===== src/rtl/pipe_seg_fifo_if.sv =====
// Handshake bundle between two pipeline stages around a pipe_seg_fifo.
// master = upstream/downstream environment, slave = the buffer itself.
interface pipe_seg_fifo_if #(
  parameter int DW = 64,
  parameter int DEPTH = 2,
  localparam int CW = $clog2(DEPTH + 1)
) ();
  logic          in_valid;
  logic          in_ready;
  logic [DW-1:0] in_data;
  logic          in_is_branch;
  logic          out_valid;
  logic          out_ready;
  logic [DW-1:0] out_data;
  logic          out_bd;
  logic          out_is_branch;
  logic [CW-1:0] count;

  modport master (
    output in_valid, in_data, in_is_branch, out_ready,
    input  in_ready, out_valid, out_data, out_bd, out_is_branch, count
  );

  modport slave (
    input  in_valid, in_data, in_is_branch, out_ready,
    output in_ready, out_valid, out_data, out_bd, out_is_branch, count
  );
endinterface


===== src/rtl/pipe_seg_fifo.sv =====
// Pipeline-segment valid/ready buffer with per-entry branch-delay-slot tagging
// and a synchronous flush for exceptions/redirects.
module pipe_seg_fifo #(
  parameter int DW = 64,
  parameter int DEPTH = 2,
  localparam int CW = $clog2(DEPTH + 1)
) (
  input  logic          clk,
  input  logic          resetn,
  input  logic          flush,
  pipe_seg_fifo_if.slave bus
);
  localparam int PW = (DEPTH > 1) ? $clog2(DEPTH) : 1;
  localparam logic [PW-1:0] LAST_PTR = PW'(DEPTH - 1);
  localparam logic [CW-1:0] FULL_CNT = CW'(DEPTH);

  logic [DW-1:0]    data_q [DEPTH];
  logic [DW-1:0]    data_d [DEPTH];
  logic [DEPTH-1:0] br_q, br_d;
  logic [DEPTH-1:0] bd_q, bd_d;
  logic [PW-1:0]    wr_ptr_q, wr_ptr_d;
  logic [PW-1:0]    rd_ptr_q, rd_ptr_d;
  logic [CW-1:0]    count_q, count_d;
  logic             last_branch_q, last_branch_d;
  logic             push, pop;

  function automatic logic [PW-1:0] next_ptr(input logic [PW-1:0] p);
    return (p == LAST_PTR) ? '0 : p + PW'(1);
  endfunction

  // Handshake outputs depend on registered occupancy only, so out_ready never
  // reaches in_ready combinationally.
  assign bus.in_ready      = (count_q != FULL_CNT);
  assign bus.out_valid     = (count_q != '0);
  assign bus.out_data      = data_q[rd_ptr_q];
  assign bus.out_bd        = bd_q[rd_ptr_q];
  assign bus.out_is_branch = br_q[rd_ptr_q];
  assign bus.count         = count_q;

  assign push = bus.in_valid  & bus.in_ready  & ~flush;
  assign pop  = bus.out_valid & bus.out_ready & ~flush;

  always_comb begin
    data_d        = data_q;
    br_d          = br_q;
    bd_d          = bd_q;
    wr_ptr_d      = wr_ptr_q;
    rd_ptr_d      = rd_ptr_q;
    count_d       = count_q;
    last_branch_d = last_branch_q;

    if (push) begin
      data_d[wr_ptr_q] = bus.in_data;
      br_d[wr_ptr_q]   = bus.in_is_branch;
      bd_d[wr_ptr_q]   = last_branch_q;
      wr_ptr_d         = next_ptr(wr_ptr_q);
      last_branch_d    = bus.in_is_branch;
    end

    if (pop) begin
      rd_ptr_d = next_ptr(rd_ptr_q);
    end

    case ({push, pop})
      2'b10:   count_d = count_q + CW'(1);
      2'b01:   count_d = count_q - CW'(1);
      default: count_d = count_q;
    endcase

    // Storage is left stale on flush; out_valid=0 hides it.
    if (flush) begin
      wr_ptr_d      = '0;
      rd_ptr_d      = '0;
      count_d       = '0;
      last_branch_d = 1'b0;
    end
  end

  always_ff @(posedge clk) begin
    if (!resetn) begin
      for (int i = 0; i < DEPTH; i++) begin
        data_q[i] <= '0;
      end
      br_q          <= '0;
      bd_q          <= '0;
      wr_ptr_q      <= '0;
      rd_ptr_q      <= '0;
      count_q       <= '0;
      last_branch_q <= 1'b0;
    end else begin
      data_q        <= data_d;
      br_q          <= br_d;
      bd_q          <= bd_d;
      wr_ptr_q      <= wr_ptr_d;
      rd_ptr_q      <= rd_ptr_d;
      count_q       <= count_d;
      last_branch_q <= last_branch_d;
    end
  end
endmodule

===== src/flat_wrapper.sv =====
// flat-port wrapper written by rule: the top's interface ports become plain ports
module pipe_seg_fifo_flat 
#(
  parameter int DW = 64,
  parameter int DEPTH = 2,
  localparam int CW = $clog2(DEPTH + 1)
)
  (clk, resetn, flush, bus_in_valid, bus_in_data, bus_in_is_branch, bus_out_ready, bus_in_ready, bus_out_valid, bus_out_data, bus_out_bd, bus_out_is_branch, bus_count);
  pipe_seg_fifo_if #(.DW(DW), .DEPTH(DEPTH)) bus_i ();
  input  logic clk;
  input  logic resetn;
  input  logic flush;
  input wire logic [$bits(bus_i.in_valid)-1:0] bus_in_valid;
  input wire logic [$bits(bus_i.in_data)-1:0] bus_in_data;
  input wire logic [$bits(bus_i.in_is_branch)-1:0] bus_in_is_branch;
  input wire logic [$bits(bus_i.out_ready)-1:0] bus_out_ready;
  output wire logic [$bits(bus_i.in_ready)-1:0] bus_in_ready;
  output wire logic [$bits(bus_i.out_valid)-1:0] bus_out_valid;
  output wire logic [$bits(bus_i.out_data)-1:0] bus_out_data;
  output wire logic [$bits(bus_i.out_bd)-1:0] bus_out_bd;
  output wire logic [$bits(bus_i.out_is_branch)-1:0] bus_out_is_branch;
  output wire logic [$bits(bus_i.count)-1:0] bus_count;
  assign bus_i.in_valid = bus_in_valid;
  assign bus_i.in_data = bus_in_data;
  assign bus_i.in_is_branch = bus_in_is_branch;
  assign bus_i.out_ready = bus_out_ready;
  assign bus_in_ready = bus_i.in_ready;
  assign bus_out_valid = bus_i.out_valid;
  assign bus_out_data = bus_i.out_data;
  assign bus_out_bd = bus_i.out_bd;
  assign bus_out_is_branch = bus_i.out_is_branch;
  assign bus_count = bus_i.count;
  pipe_seg_fifo #(.DW(DW), .DEPTH(DEPTH)) u_core (.clk(clk), .resetn(resetn), .flush(flush), .bus(bus_i));
endmodule

===== config.mk =====
export PLATFORM = sky130hd
export DESIGN_NAME = pipe_seg_fifo_flat
export DESIGN_NICKNAME = d
export VERILOG_FILES = /design/src/rtl/pipe_seg_fifo_if.sv /design/src/rtl/pipe_seg_fifo.sv /design/src/flat_wrapper.sv
export SDC_FILE = /design/constraint.sdc
export NUM_CORES = 1
export LEC_CHECK = 0
export BUFFER_PORTS_ARGS = -buffer_cell sky130_fd_sc_hd__clkbuf_2
export CAP_MARGIN = 20
export CORE_UTILIZATION = 45
export DETAILED_ROUTE_END_ITERATION = 6
export GPL_TIMING_DRIVEN = 0
export PLACE_DENSITY_LB_ADDON = 0.1
export SETUP_SLACK_MARGIN = 0.05
export SKIP_LAST_GASP = 1
export SLEW_MARGIN = 20
export SYNTH_ARGS = -nofsm -noshare
export SYNTH_HDL_FRONTEND = slang
export SYNTH_SLANG_ARGS = --single-unit

===== constraint.sdc =====
create_clock -name clk -period 4.5 [get_ports clk]
set_input_delay 0.225 -clock clk [delete_from_list [all_inputs] [get_ports clk]]
set_output_delay 0.225 -clock clk [all_outputs]
set_load 0.02 [all_outputs]

==> flow_summary.yaml, run 1 <==
run_status:
  outcome: "completed"
yosys:
  yosysSeqAreaShare_pct: 46.1
  yosys-top-cells-area: "dfxtp_1 46%, mux2i_1 22%, nand2_1 13%"
  synth_seq_cells: 137
  yosysTopAreaCell: "dfxtp_1"
  syn_inst: 603
  synthesis.nets: 674
  avgSynthCellArea_um2: 9.87
  mappedNetlistArea_um2: 5950
  synth_cell_types: 25
  synth_top_area_share_pct: 46.1
  yosysWarnings: 0
routing:
  wl_mm: 14.9
  drt_first_pass_iters: 4
  highest_layer: "met4"
  dr.first_iter.drc_count: 245
  wl_met1_mm: 6.68
  wl_met2_mm: 7.26
  vias_per_cell: 4.98
  remaining_drc_errors: 0
  wl_met3_um: 675
  antenna_left: 0
  wl_per_cell_um: 15.8
  num_vias: 4703
clock_tree:
  clk_latency_ns: 0.42
  clockBufferDepth: 2
  numCtsBuffers: 17
  post_cts_buffers: 0
  cts_tree: "yes"
  cts_resized: 0
  cts_sinks: 137
  htree_levels: 4
  cts-root-buf: "clkbuf_16"
  hold_buffers: 0
  clk_pin_slew_ns: 0.06
sta:
  final.setup.worst_slack_ns: 2.28
  rsz0062_at_grt: "no"
  tightest_slew_ns: 0.786
  slew_viol_final: 0
  setup_tns_ns: 0
  period_share_pct: 49.3
  fmax_mhz: 451
  setup_viol: 0
  finalHoldViolCount: 0
  period_needed_ns: 2.22
  fin_skew_ns: 0.00711
  relSlewSlack_pct: 47.6
place:
  dpl_cell_area_um2: 6860
  gp_congestion: 0.769
  dp_slack_ns: 2.68
  place_hpwl_mm: 10.5
  dp_cells: 913
  port_buffers: 138
setup_path:
  path_cells: "buf_2, buf_2, mux2_2, clkbuf_2"
  crit_path_start_kind: "register"
  crit_path_top_delay_cell: "mux2_2"
  cpPeakStageDelay_ns: 0.40
  crit_fanout: 10
  endpoint_kind: "output port"
  r2r_slack_ns: 2.80
  critical_path_class: "register to output port"
  cpMostUsedCell: "buf_2"
  cp_top_family: "buffers and inverters"
  worstPathArrival_ns: 1.99
  worstPathRequired_ns: 4.28
  critPathBufInv: 3
worst_hold_path:
  hp-class: "input pin to register"
floorplanning:
  die_y_um: 117
  die-area_um2: 13700
  core_area_um2: 12800
  die_w_um: 117
  ios: 140
  initial_core_util_pct: 46.6
  row_count: 41
grt:
  grt_max_degree: 17
  grt_pass1_wl_mm: 23.9
  grt_pass1_vias: 4859
  grt.overflow.total: 0
  antenna_found_initial: 0
  grt_use_total_pct: 23.4
power_and_ir_drop:
  p_seq_share_pct: 42.5
  p_leak_nw: 3.74
  clkPwrFrac_pct: 48.0
  p_int_mw: 2.31
  p_sw_share_pct: 22.8
  power_frac_comb_pct: 9.5
  power_mw: 2.99
  power_density_nw_per_um2: 400
  power.switching_uw: 682
  ir_drop_mv: 0.257
finish:
  drive_above_1_share_pct: 33.2
  syn2layout_area_growth_pct: 25.6
  final_cell_mix: "199 x nand2_1, 138 x clkbuf_2, 137 x dfxtp_1"
  antenna-diode-count: 0
  instances_no_fill: 945
  finalInstanceArea_um2: 7480
  layout_commonest_cell: "nand2_1"
  fin_nets: 831
job:
  drv_cap: 0
## flip-flops by register name (all words and copies together), names as in the netlist
| signal | count |
|---|---|
| u_core.data_q | 128 |
| u_core.bus.count | 2 |
| u_core.br_q | 2 |
| u_core.wr_ptr_q | 1 |
| u_core.rd_ptr_q | 1 |
| u_core.last_branch_q | 1 |
| u_core.bd_q | 2 |
## cell families (layout without fill, tap and decap cells)
| logic type | Yosys count | count (layout) | share of synthesized area [%] |
|---|---|---|---|
| muxes | 198 | 198 | 34.7 |
| xor gates and xnor gates | 3 | 3 | 0.441 |
| adders and majority gates | 1 | 1 | 0.210 |
| buffers and inverters | 45 | 215 | 4.22 |
| DFF | 137 | 137 | 46.1 |
| and+or+nand+nor | 212 | 212 | 13.8 |
| AOI/OAI and AO/OA | 7 | 7 | 0.588 |
## cells in the mapped netlist, drive strengths merged
cell type,n
nand2b,1
mux2i,132
clkbuf,21
nand3,2
inv,1
xnor2,1
or2b,1
nor2,3
dfxtp,137
o21ai,4
nand2,199
or2,1
nor3,1
ha,1
xor2,2
mux2,66
nor2b,2
or3,2
a21oi,3
buf,23
## power by group through the flow
stage | sequential (mW) | combinational, mW | clock (mW)
6_report | 1.27 | 0.284 | 1.44
5_1_grt | 1.27 | 0.310 | 1.52
4_1_cts | 1.27 | 0.287 | 1.46
3_5_place_dp | 1.29 | 0.285 | 0
3_3_place_gp | 1.29 | 0.279 | 0
2_1_floorplan | 1.29 | 0.185 | 0
## metal layers
metal,vias up,GRT usage (%)
li1,2326,-
met1,2243,28.1
met3,22,5.77
met4,0,10.7
met5,-,0
met2,112,39.5
## metrics by stage
step | util, % | hold slack (ns)
5_1_grt | 58.5 | 0.0516
3_5_place_dp | 53.7 | 0.448
4_1_cts | 58.5 | 0.0384
2_1_floorplan | - | 0.373
6_report | 58.5 | 0.0550
3_3_place_gp | 53.7 | 0.439
## worst paths after layout
kind	from	to	cells past startpoint
worst max-delay path	u_core.rd_ptr_q$_SDFFE_PP0P_	bus_out_data[1]	4
worst max register to register	u_core.bus.count[0]$_SDFFE_PP0P_	u_core.bus.count[1]$_SDFFE_PP0P_	5
worst min register to register	u_core.bd_q[0]$_SDFFE_PN0P_	u_core.bd_q[0]$_SDFFE_PN0P_	2
worst min-delay path	bus_in_data[44]	u_core.data_q[44]$_SDFFE_PN0P_	3
## area by class of cell
cell class,count,area [um^2]
Fill cell,1136,5300
Multi-Input combinational cell,421,2960
Sequential cell,137,2740
Timing Repair Buffer,138,691
Clock buffer,24,502
Buffer,44,248
Tap cell,172,215
Clock inverter,8,115
Inverter,1,3.75
## worst reg2reg max path, stage by stage, from the launching register on
cell	delay (ns)
dfxtp_1	0.38
o21ai_0	0.31
nor2_1	0.10
ha_1	0.34
or3_1	0.36
a21oi_1	0.14
Note: power is estimated with default switching activity, not from simulation.
==> inputs of run 2 (changes only) <==
clock period = 1.8 ns   (was 4.5 ns; I/O delays follow)
==> flow_summary.yaml, run 2 (synthesis results as in run 1) <==
finish:
  drive_above_1_share_pct: 31.8
  antenna-diode-count: 0
  top_register: "u_core.data_q"
  n_fill_cell: 999
  layout_commonest_cell: "nand2_1"
  final_cell_mix: "199 x nand2_1, 135 x dfxtp_1, 132 x mux2i_1"
  fin_nets: 903
  syn2layout_area_growth_pct: 44.1
  seqCellArea_um2: 2750
  largest_register_ffs: 128
  instances_no_fill: 1017
  multi_input_area_um2: 3050
  finalInstanceArea_um2: 8580
setup_path:
  crit_path_start_kind: "register"
  crit_path_top_delay_cell: "dfxtp_2"
  rr_startpoint: "u_core.bus.count[1]$_SDFFE_PP0P_"
  endpoint_kind: "output port"
  worstPathRequired_ns: 1.71
  cpPeakStageDelay_ns: 0.35
  rr_worst_depth: 6
  worstPathArrival_ns: 1.63
  path_cells: "buf_6, buf_12, buf_16, mux2_2, buf_6"
  critical_path_class: "register to output port"
  r2r_slack_ns: 0.20
  cpMostUsedCell: "buf_6"
  crit_fanout: 5
  r2r-end: "u_core.bus.count[1]$_SDFFE_PP0P_"
place:
  port_buffers: 138
  place_hpwl_mm: 10.5
  dp_slack_ns: 0.114
  dpl_cell_area_um2: 6860
  dp_cells: 913
  gp_congestion: 0.769
floorplanning:
  die_y_um: 117
  die_w_um: 117
  row_count: 41
  initial_core_util_pct: 46.6
  core_area_um2: 12800
  ios: 140
  die-area_um2: 13700
sta:
  finalHoldViolCount: 0
  fmax_mhz: 581
  relSlewSlack_pct: 63.2
  tightest_slew_ns: 0.552
  setup_viol: 0
  fin_skew_ns: 0.00667
  period_share_pct: 95.6
  rsz0062_at_grt: "yes"
  final.setup.worst_slack_ns: 0.0787
  slew_viol_final: 0
  period_needed_ns: 1.72
routing:
  wl_mm: 15.9
  remaining_drc_errors: 0
  vias_per_cell: 4.94
  antenna_left: 0
  drt_first_pass_iters: 4
  num_vias: 5025
  dr.first_iter.drc_count: 220
  wl_per_cell_um: 15.7
power_and_ir_drop:
  p_leak_nw: 4.17
  power_density_nw_per_um2: 894
  ir_drop_mv: 0.648
worst_hold_path:
  min-delay-start: "flush"
  holdPathEnd: "u_core.last_branch_q$_SDFFE_PP0P_"
  hold_depth: 4
  hp-class: "input pin to register"
job:
  drv_cap: 0
clock_tree:
  cts_tree: "yes"
  cts_sinks: 137
  numCtsBuffers: 17
  cts-root-buf: "clkbuf_16"
  clk_pin_slew_ns: 0.05
  clockBufferDepth: 2
  clk_latency_ns: 0.42
  htree_levels: 4
grt:
  grt_pass1_vias: 5274
  grt_pass1_wl_mm: 25.4
  grt.overflow.total: 0
  antenna_found_initial: 0
  grt_max_degree: 17
  grt_use_total_pct: 24.8
run_status:
  outcome: "completed"
[run 2: what timing repair did]
| action | in CTS | in global routing |
|---|---|---|
| hold endpoints to repair | 131 | 0 |
| endpoints found under the setup margin | 59 | 95 |
| hold buffers | 65 | 0 |
| resized for setup | 28 | 100 |
| setup buffers | 5 | 1 |
| gates cloned | 2 | 0 |
[run 2: worst max-delay path: cells and delay by family (launching register included)]
family | cells | cell delay [ns]
DFF | 1 | 0.35
muxes | 1 | 0.34
buffers and inverters | 4 | 0.52
[run 2: worst max-delay path by stage]
stage / startpoint / to / slack [ns]
floorplan: u_core.bus.count[0]$_SDFFE_PP0P_ / u_core.bus.count[1]$_SDFFE_PP0P_ / 0.07
global route: u_core.rd_ptr_q$_SDFFE_PP0P_ / bus_out_data[62] / 0.02
finish: u_core.rd_ptr_q$_SDFFE_PP0P_ / bus_out_data[48] / 0.08
detailed placement: u_core.bus.count[0]$_SDFFE_PP0P_ / u_core.bus.count[1]$_SDFFE_PP0P_ / 0.11
global placement: u_core.bus.count[0]$_SDFFE_PP0P_ / u_core.bus.count[1]$_SDFFE_PP0P_ / 0.15
CTS: u_core.rd_ptr_q$_SDFFE_PP0P_ / bus_out_data[32] / -0.04
[run 2: routing by layer]
| metal | vias up | GRT usage [%] | routed length [um] |
|---|---|---|---|
| li1 | 2475 | - | - |
| met1 | 2407 | 29.1 | 7110 |
| met2 | 119 | 43.2 | 7910 |
| met3 | 24 | 5.30 | 609 |
| met4 | 0 | 11.7 | 311 |
| met5 | - | 0 | 0 |
[run 2: through the flow]
| step | util, % | setup TNS (ns) | hold slack [ns] | total power, mW |
|---|---|---|---|---|
| floorplan | - | 0 | 0.238 | 3.69 |
| global placement | 53.7 | 0 | 0.341 | 3.93 |
| detailed placement | 53.7 | 0 | 0.352 | 3.95 |
| CTS | 65.3 | -0.458 | 0.00747 | 7.68 |
| global route | 67.2 | 0 | 0.0667 | 7.96 |
| finish | 67.2 | 0 | 0.0314 | 7.67 |
[run 2: cell type report]
cell class	count	area share, %
Clock inverter	8	1.34
Inverter	1	0.0438
Clock buffer	24	5.85
Multi-Input combinational cell	421	35.6
Sequential cell	137	32.0
Timing Repair Buffer	211	19.3
Buffer	43	3.41
Tap cell	172	2.51
[run 2: power by group]
group | internal (mW) | switching, mW | total, mW
Sequential | 3.13 | 0.0485 | 3.18
Clock | 2.35 | 1.24 | 3.59
Combinational | 0.445 | 0.453 | 0.898
==> inputs of run 3 (changes only) <==
ABC_AREA = 1   (was unset)
==> flow_summary.yaml, run 3 <==
run_status:
  outcome: "completed"
floorplanning:
  row_count: 46
  die_y_um: 131
  core_area_um2: 16000
  die-area_um2: 17100
  die_w_um: 131
  initial_core_util_pct: 46.5
  ios: 140
power_and_ir_drop:
  power_mw: 7.55
  power.switching_mw: 2.05
  ir_drop_mv: 0.726
  p_int_mw: 5.50
  clkPwrFrac_pct: 42.5
  p_sw_share_pct: 27.2
  p_seq_share_pct: 42.4
  power_density_nw_per_um2: 830
  p_leak_nw: 4.90
  power_frac_comb_pct: 15.1
place:
  dpl_cell_area_um2: 8400
  dp_cells: 1599
  port_buffers: 138
  gp_congestion: 0.819
  place_hpwl_mm: 14.9
  dp_slack_ns: -0.193
yosys:
  yosysWarnings: 0
  yosysSeqAreaShare_pct: 36.9
  synthArstFlopShare_pct: 0
  mappedNetlistArea_um2: 7440
  synthesis.nets: 1316
  syn_inst: 1245
  synth_edf_count: 0
  yosys-top-cells-area: "dfxtp_1 37%, nand2_1 17%, inv_1 16%"
  synth_cell_types: 20
  avgSynthCellArea_um2: 5.98
  yosysMostFrequentCell: "nand2_1"
  yosys-top-cells-count: "335 x nand2_1, 322 x inv_1, 137 x dfxtp_1, 137 x nor2_1, 132 x nand4_1"
  yosysTopAreaCell: "dfxtp_1"
  synth_top_area_share_pct: 36.9
  synth_seq_cells: 137
  synthFlopType: "dfxtp_1"
clock_tree:
  cts_sinks: 137
  clk_latency_ns: 0.42
  numCtsBuffers: 17
  post_cts_buffers: 0
  htree_levels: 4
  cts-root-buf: "clkbuf_16"
  clk_pin_slew_ns: 0.06
  cts_tree: "yes"
  clockBufferDepth: 2
sta:
  setup_tns_ns: 0
  tightest_slew_ns: 0.704
  rsz0062_at_grt: "yes"
  timing.hold.ws_ns: 0.00704
  period_share_pct: 97.9
  final.setup.worst_slack_ns: 0.0385
  period_needed_ns: 1.76
  relSlewSlack_pct: 53.1
  setup_viol: 0
  fmax_mhz: 568
  finalHoldViolCount: 0
  fin_skew_ns: 0.00899
  slew_viol_final: 0
setup_path:
  worstPathArrival_ns: 2.07
  crit_fanout: 10
  crit_path_start_kind: "register"
  worstPathRequired_ns: 2.11
  r2r_slack_ns: 0.04
  endpoint_kind: "register"
  critical_path_class: "register to register"
grt:
  antenna_found_initial: 0
  grt_pass1_wl_mm: 34.0
  grt_pass1_vias: 6675
  grt.overflow.total: 0
  grt_use_total_pct: 26.2
  grt_max_degree: 17
worst_hold_path:
  hp-class: "input pin to register"
job:
  drv_cap: 0
routing:
  wl_per_cell_um: 13.3
  dr.first_iter.drc_count: 575
  wl_mm: 21.8
  remaining_drc_errors: 0
  num_vias: 7607
  vias_per_cell: 4.66
  drt_first_pass_iters: 6
  antenna_left: 0
finish:
  syn2layout_area_growth_pct: 22.3
  largest_register_ffs: 128
  n_fill_cell: 1703
  fin_nets: 1476
  layout_commonest_cell: "nand2_1"
  top_register: "u_core.data_q"
  finalInstanceArea_um2: 9100
  seqCellArea_um2: 2750
  instances_no_fill: 1631
  drive_above_1_share_pct: 16.3
  multi_input_area_um2: 3060
  final_cell_mix: "335 x nand2_1, 322 x inv_1, 137 x nor2_1"
  final_util_pct: 56.9
  antenna-diode-count: 0
run 3: worst paths after layout:
check,end,cells after the start,from
worst max-delay path,u_core.bus.count[1]$_SDFFE_PP0P_,9,u_core.bus.count[0]$_SDFFE_PP0P_
worst min-delay path,u_core.data_q[66]$_SDFFE_PN0P_,5,bus_in_data[2]
worst max register to register,u_core.bus.count[1]$_SDFFE_PP0P_,9,u_core.bus.count[0]$_SDFFE_PP0P_
worst min register to register,u_core.last_branch_q$_SDFFE_PP0P_,2,u_core.last_branch_q$_SDFFE_PP0P_
run 3: cell type report:
class | instances | share of cell area, %
clock inverter | 4 | 0.495
inverter | 334 | 13.8
sequential | 137 | 30.2
timing repair buffer | 141 | 8.19
multi-input combinational | 687 | 33.7
tap | 216 | 2.97
buffer | 87 | 5.50
clock buffer | 25 | 5.22
run 3: critical path, stage by stage, from the launching register on:
cell     delay [ns]
dfxtp_4        0.39
inv_2          0.04
nand2_2        0.07
buf_6          0.15
buf_6          0.17
nand2_1        0.11
ha_1           0.22
or2_2          0.29
a21oi_1        0.15
nor2_1         0.06
run 3: repair_timing:
item	4_1_cts	5_1_grt
hold endpoints to repair	3	0
gates resized for setup	43	42
endpoints found under the setup margin	68	68
hold buffers	3	0
run 3: kinds of logic after synthesis:
family,after synthesis,synth area share [%]
buf+inv,421,22.2
flops,137,36.9
compound gates,72,4.84
simple gates,613,35.8
xor+xnor,1,0.118
fa+ha+maj,1,0.168
run 3: power groups by stage:
stage,clock network (mW),logic (mW),registers [mW]
after floorplan,0,0.748,3.26
after global placement,0,1.10,3.26
after detailed placement,0,1.10,3.27
after CTS,3.23,1.13,3.20
after global routing,3.35,1.28,3.21
final,3.21,1.14,3.20
run 3: routing by layer:
layer | vias up | share of wire [%] | track usage (%)
li1 | 4008 | - | -
met1 | 3324 | 49 | 36.1
met2 | 245 | 44 | 41.0
met3 | 30 | 5.4 | 4.48
met4 | 0 | 1.6 | 9.47
met5 | - | 0 | 0
